File: src/rtl/bx_proc_sequencer.sv
// bx_proc_sequencer
//   Per-bx sequencer for the mem1 + mem2 -> memout processing chain. A bx
//   change (with en_proc high) starts an event: both input BRAMs are swept
//   over NENTRIES addresses, and each read is tagged with {valid, page,
//   entry}. When the tag leaves the READ_LATENCY-deep pipe, the element-wise
//   sum is written to memout page bx[0].
//
//   Optional macro: PROC_SEQ_CHECKSUM_EN
//     Defined: XOR checksum of the words written in the last completed event.
//     Undefined: checksum is tied to 0.
//
// Ports
//   clk, reset (async, active low)    clock / reset
//   en_proc                           processing enable
//   bx_in                             current bx; a change starts an event
//   mem1_enb/readaddr/dout            mem1 read port
//   mem2_enb/readaddr/dout            mem2 read port
//   memout_ena/wea/writeaddr/din      memout write port, writeaddr = {page, entry}
//   bx_out                            bx of the last completed event
//   done                              1-cycle pulse after the final write of an event
//   truncated                         1-cycle pulse when an event is cut short
//   checksum                          XOR of the words written in the last event
module bx_proc_sequencer #(
  parameter int ADDR_WIDTH   = 5,
  parameter int DATA_WIDTH   = 32,
  parameter int NENTRIES     = 32,
  parameter int READ_LATENCY = 2,
  parameter int BX_WIDTH     = 2
) (
  input  logic                  clk,
  input  logic                  reset,
  input  logic                  en_proc,
  input  logic [BX_WIDTH-1:0]   bx_in,
  output logic                  mem1_enb,
  output logic [ADDR_WIDTH-1:0] mem1_readaddr,
  input  logic [DATA_WIDTH-1:0] mem1_dout,
  output logic                  mem2_enb,
  output logic [ADDR_WIDTH-1:0] mem2_readaddr,
  input  logic [DATA_WIDTH-1:0] mem2_dout,
  output logic                  memout_ena,
  output logic                  memout_wea,
  output logic [ADDR_WIDTH:0]   memout_writeaddr,
  output logic [DATA_WIDTH-1:0] memout_din,
  output logic [BX_WIDTH-1:0]   bx_out,
  output logic                  done,
  output logic                  truncated,
  output logic [DATA_WIDTH-1:0] checksum
);

  localparam logic [1:0] IDLE  = 2'd0;
  localparam logic [1:0] RUN   = 2'd1;
  localparam logic [1:0] DRAIN = 2'd2;
  localparam int L = READ_LATENCY;

  logic [1:0]            state;
  logic [BX_WIDTH-1:0]   bx_prev;
  logic [BX_WIDTH-1:0]   ev_bx;
  logic [ADDR_WIDTH-1:0] cnt;
  logic                  page;

  // Read tag pipe: stage L lines up with valid BRAM data.
  // cur marks tags that belong to the event still in progress; a new start
  // clears it so old-event writes neither complete nor checksum the new one.
  logic [L:1]                 vld_pipe;
  logic [L:1]                 pg_pipe;
  logic [L:1]                 cur_pipe;
  logic [L:1]                 last_pipe;
  logic [L:1][ADDR_WIDTH-1:0] addr_pipe;
  logic                       wcur, wlast;

  logic bx_chg, start, issue, is_last, pipe_busy, fin;

  always_comb begin
    bx_chg    = (bx_in != bx_prev);
    start     = bx_chg && en_proc;
    // A start outranks the terminal count and stops reads in the same cycle.
    issue     = (state == RUN) && !start;
    is_last   = (cnt == ADDR_WIDTH'(NENTRIES - 1));
    pipe_busy = |vld_pipe;
    fin       = memout_wea && wcur && wlast;
  end

  assign mem1_enb      = issue;
  assign mem2_enb      = issue;
  assign mem1_readaddr = cnt;
  assign mem2_readaddr = cnt;
  assign memout_ena    = memout_wea;

  // Control FSM
  always_ff @(posedge clk or negedge reset) begin
    if (!reset) begin
      state     <= IDLE;
      bx_prev   <= '0;
      ev_bx     <= '0;
      cnt       <= '0;
      page      <= 1'b0;
      truncated <= 1'b0;
    end else begin
      truncated <= 1'b0;
      // bx_prev follows bx_in even while disabled, so a change seen with
      // en_proc low is absorbed rather than started later.
      if (bx_chg) bx_prev <= bx_in;
      if (start) begin
        // Cut short only if the old event still has work outstanding; a
        // start on the cycle of its final write lets it complete.
        truncated <= (state == RUN) || ((state == DRAIN) && pipe_busy);
        state     <= RUN;
        cnt       <= '0;
        page      <= bx_in[0];
        ev_bx     <= bx_in;
      end else begin
        case (state)
          RUN: begin
            if (!en_proc || is_last) begin
              state <= DRAIN;
              cnt   <= '0;
            end else begin
              cnt <= cnt + ADDR_WIDTH'(1);
            end
          end
          DRAIN:   if (!pipe_busy) state <= IDLE;
          default: state <= IDLE;
        endcase
      end
    end
  end

  // Tag pipe and write stage
  always_ff @(posedge clk or negedge reset) begin
    if (!reset) begin
      vld_pipe         <= '0;
      pg_pipe          <= '0;
      cur_pipe         <= '0;
      last_pipe        <= '0;
      addr_pipe        <= '0;
      memout_wea       <= 1'b0;
      memout_writeaddr <= '0;
      memout_din       <= '0;
      wcur             <= 1'b0;
      wlast            <= 1'b0;
      done             <= 1'b0;
      bx_out           <= '0;
    end else begin
      vld_pipe[1]  <= issue;
      pg_pipe[1]   <= page;
      addr_pipe[1] <= cnt;
      cur_pipe[1]  <= issue;
      // Dropping en_proc on the final read still forfeits done.
      last_pipe[1] <= issue && is_last && en_proc;
      for (int i = 2; i <= L; i++) begin
        vld_pipe[i]  <= vld_pipe[i-1];
        pg_pipe[i]   <= pg_pipe[i-1];
        addr_pipe[i] <= addr_pipe[i-1];
        cur_pipe[i]  <= cur_pipe[i-1] && !start;
        last_pipe[i] <= last_pipe[i-1];
      end

      memout_wea <= vld_pipe[L];
      wcur       <= vld_pipe[L] && cur_pipe[L] && !start;
      wlast      <= last_pipe[L];
      if (vld_pipe[L]) begin
        memout_writeaddr <= {pg_pipe[L], addr_pipe[L]};
        memout_din       <= mem1_dout + mem2_dout;
      end

      done <= fin;
      // ev_bx is still the finishing event's bx even if a start coincides.
      if (fin) bx_out <= ev_bx;
    end
  end

`ifdef PROC_SEQ_CHECKSUM_EN
  logic [DATA_WIDTH-1:0] ck_acc;

  always_ff @(posedge clk or negedge reset) begin
    if (!reset) begin
      ck_acc   <= '0;
      checksum <= '0;
    end else begin
      if (start)                    ck_acc <= '0;
      else if (memout_wea && wcur)  ck_acc <= ck_acc ^ memout_din;
      // Include the final word being written this cycle.
      if (fin) checksum <= ck_acc ^ memout_din;
    end
  end
`else
  assign checksum = '0;
`endif

endmodule

File: config.mk
export PLATFORM = sky130hd
export DESIGN_NAME = bx_proc_sequencer
export DESIGN_NICKNAME = d
export VERILOG_FILES = /design/src/rtl/bx_proc_sequencer.sv
export SDC_FILE = /design/constraint.sdc
export NUM_CORES = 1
export LEC_CHECK = 0
export CORE_UTILIZATION = 46
export CTS_CLUSTER_SIZE = 40
export DETAILED_ROUTE_END_ITERATION = 8
export HOLD_SLACK_MARGIN = 0.02
export PLACE_DENSITY = 0.81
export SLEW_MARGIN = 15
export SYNTH_ARGS = -nofsm -noshare
export SYNTH_HDL_FRONTEND = slang
export SYNTH_SLANG_ARGS = --single-unit
File: constraint.sdc
create_clock -name clk -period 2 [get_ports clk]
set_clock_uncertainty 0.15 [all_clocks]
set_input_delay 0.4 -clock clk [delete_from_list [all_inputs] [get_ports clk]]
set_output_delay 0.4 -clock clk [all_outputs]
set_load 0.01 [all_outputs]
==> impl_metrics.csv <==
group,metric,value,unit
status,outcome,"finished with violations",
status,violations,"negative setup slack",
global_routing,grt_pass1_wl,24800,um
die,rows,35,
yosys,syn_area,0.00456,mm2
worst_setup_path,worstPathCellList,"buf_6 > ha_4 > fa_2 > a21o_4 > a31oi_4 > o21ai_2 > a21o_1 > o221a_1 > or3_1 > a31o_1",
worst_setup_path,cp-end-kind,"flip-flop",
die,coreArea,0.00942,mm2
cells_and_area,drive_gt1_frac,0.503,
clocking,cts_tree,"done",
cells_and_area,finish.utilization,0.859,
cells_and_area,layout_commonest_cell,"buf_4",
placement,gp_congestion,0.883,
placement,dp_hpwl,9990,um
worst_setup_path,crit_buf_inv,1,
worst_setup_path,cpPeakStageDelay,370,ps
placement,post-place-ws,-1140,ps
timing,relSlewSlack,0.573,
yosys,ys.flop_type,"dfrtp_1",
worst_setup_path,crit_path_max_fanout,2,
yosys,ys_seq_area_frac,0.400,
global_routing,grt_usage,0.317,
global_routing,grt_overflow,0,
cells_and_area,fin_area,0.00808,mm2
yosys,synth_warnings,0,
drt,vias_per_cell,5.87,
cells_and_area,multi_input_area,0.00344,mm2
drt,ant_nets,0,
yosys,avgSynthCellArea,10.1,um2
drt,dr_total_vias,5057,
drt,wl_per_cell,22.3,um
placement,place_area,0.00693,mm2
die,fp.dieH,102,um
cells_and_area,finalNetCount,830,
yosys,netlist_instances,454,
clocking,clock_path_buffers,2,
drt,wl,19200,um
global_routing,grt_pass1_vias,5055,
yosys,ys_async_sr_fraction,1.00,
drt,drt_pass1_iterations,5,
clocking,clk_root_buffer_cell,"clkbuf_8",
clocking,cts_buffers,9,
cells_and_area,seqCellArea,0.00183,mm2
die,io_pins,157,
worst_setup_path,cp_slowest_cell,"fa_2",
timing,rsz0062_at_grt,"true",
timing,hold_viol_final,0,
cells_and_area,area_delta_synth_final,77.1,%
placement,numPortBuffers,124,
global_routing,antenna_found_initial,0,
power,power.total,6.65,mW
cells_and_area,mostFrequentLayoutCells,"buf_4, dfrtp_1, clkdlybuf4s50_1",
power,peakVddDrop,0.000534,V
power,power.density,823,mW/mm2
clocking,cts.sinks,73,
die,die_area,0.0103,mm2
drt,first_iter_violations,469,
timing,fmax,411,MHz
clocking,htreeDepth,3,
timing,setup_viol,26,
cells_and_area,fillCellCount,451,
power,p_leak,3.68,nW
clocking,clkTransAtPathRegs,100,ps
timing,holdWs,203,ps
timing,setup_ws,-434,ps
yosys,synth_seq_cells,73,
yosys,synth_edf_count,0,
die,die_x,102,um
timing,fin_crit_sh,1.22,
global_routing,grt_max_degree,42,
cells_and_area,diodes,0,
die,start_util,0.485,
timing,maxSlewViolCount,0,
worst_hold_path,min_path_type,"reg -> reg",
worst_setup_path,critPathLaunchType,"input pin",
worst_setup_path,crit_family,"compound AO/OA/AOI/OAI gates",
worst_setup_path,worstSetupPathType,"in -> reg",
yosys,yosysUniqueCellTypes,65,
worst_setup_path,cp.required,2110,ps
drt,drc,0,
flow_run,cap_violations,0,
timing,tightest_slew,637,ps
timing,min_period,2430,ps
clocking,worstSkewPairLatency,350,ps
worst_setup_path,arrival,2540,ps
power breakdown:
group / internal (mW) / switching [mW]
Clock: 0.599 / 0.661
Sequential: 1.85 / 0.289
Combinational: 1.80 / 1.45
state kept, by name, summed over array words and instances (netlist names):
name / count
ev_bx: 2
bx_prev: 2
state: 2
vld_pipe: 1
memout_din: 32
last_pipe: 2
done: 1
wcur: 1
wlast: 1
pg_pipe: 2
mem1_readaddr: 5
cur_pipe: 2
addr_pipe: 10
truncated: 1
memout_ena: 1
memout_writeaddr: 6
bx_out: 2
worst reg2reg max path: cells and delay by family, from the launching register on:
kind / cells / cell delay (ps)
flip-flops: 1 / 390
XOR/XNOR: 1 / 160
AO/OA/AOI/OAI: 3 / 430
buffers and inverters: 4 / 530
multiplexers: 1 / 130
synth_stat cells (all sizes together) (3+ instances only):
cell    instances  area share
nor2           26       0.021
nand2b          3      0.0041
and3            8       0.011
a21oi          42       0.047
o31ai           3      0.0060
a21o           11       0.019
o22ai           4      0.0055
inv            14       0.012
mux2           33       0.081
nand2          28       0.023
o211ai          3      0.0060
clkbuf         11      0.0090
ha             33       0.090
a31oi           3      0.0055
dfrtp          73        0.40
o21a            3      0.0049
o21ai          18       0.021
or3             3      0.0041
nand3           7      0.0077
a221oi          3      0.0058
xnor2          19       0.036
xor2            9       0.017
nand4           5      0.0069
or2             3      0.0041
a21boi          3      0.0058
nor3            9      0.0099
buf            39       0.064
nor4            3      0.0041
and2            3      0.0041
kinds of logic after synthesis:
logic type,Yosys count,share of synthesized area
fa+ha+maj,34,0.0948
flops,73,0.400
xor+xnor,28,0.0537
compound gates,116,0.172
simple gates,103,0.108
other cells,1,0.000822
mux,35,0.0858
buf+inv,64,0.0847
through the flow:
step                cells  setup TNS (ps)
floorplan             485           -5260
global placement      799          -25330
detailed placement    799          -26600
CTS                   846           -4990
global route          861           -6750
finish                861           -6370
routing by layer:
layer / vias to the layer above / global-route usage / share of wire
met5: - / 0 / 0
met4: 0 / 0.185 / 0.076
met3: 155 / 0.0607 / 0.098
met2: 431 / 0.547 / 0.47
met1: 2366 / 0.368 / 0.35
li1: 2105 / - / -
final cells by class:
cell class / count / share of cell area
Tap cell: 129 / 0.0200
Clock buffer: 9 / 0.0153
Multi-Input combinational cell: 348 / 0.426
Clock inverter: 7 / 0.0102
Timing Repair Buffer: 281 / 0.296
Sequential cell: 73 / 0.226
Inverter: 14 / 0.00650
worst paths after layout:
kind / startpoint / cells past startpoint / endpoint / slack [ps]
hold reg to reg: addr_pipe[1] / 0 / addr_pipe[6] / 200
min in group asynchronous: reset / 2 / memout_din[31] / 410
max in group asynchronous: reset / 3 / mem1_readaddr[0] / 690
setup reg to reg: bx_prev[1] / 9 / mem1_readaddr[2] / 140
hold / removal: addr_pipe[1] / 0 / addr_pipe[6] / 200
setup / recovery: mem2_dout[0] / 10 / memout_din[26] / -430
timing repair:
item	CTS	global route
pin swaps	75	37
endpoints found under the hold margin	38	0
setup endpoints to repair	30	30
hold buffers	1	0
setup buffers	32	19
gates resized for setup	197	117
(Power assumes the default switching activity.)
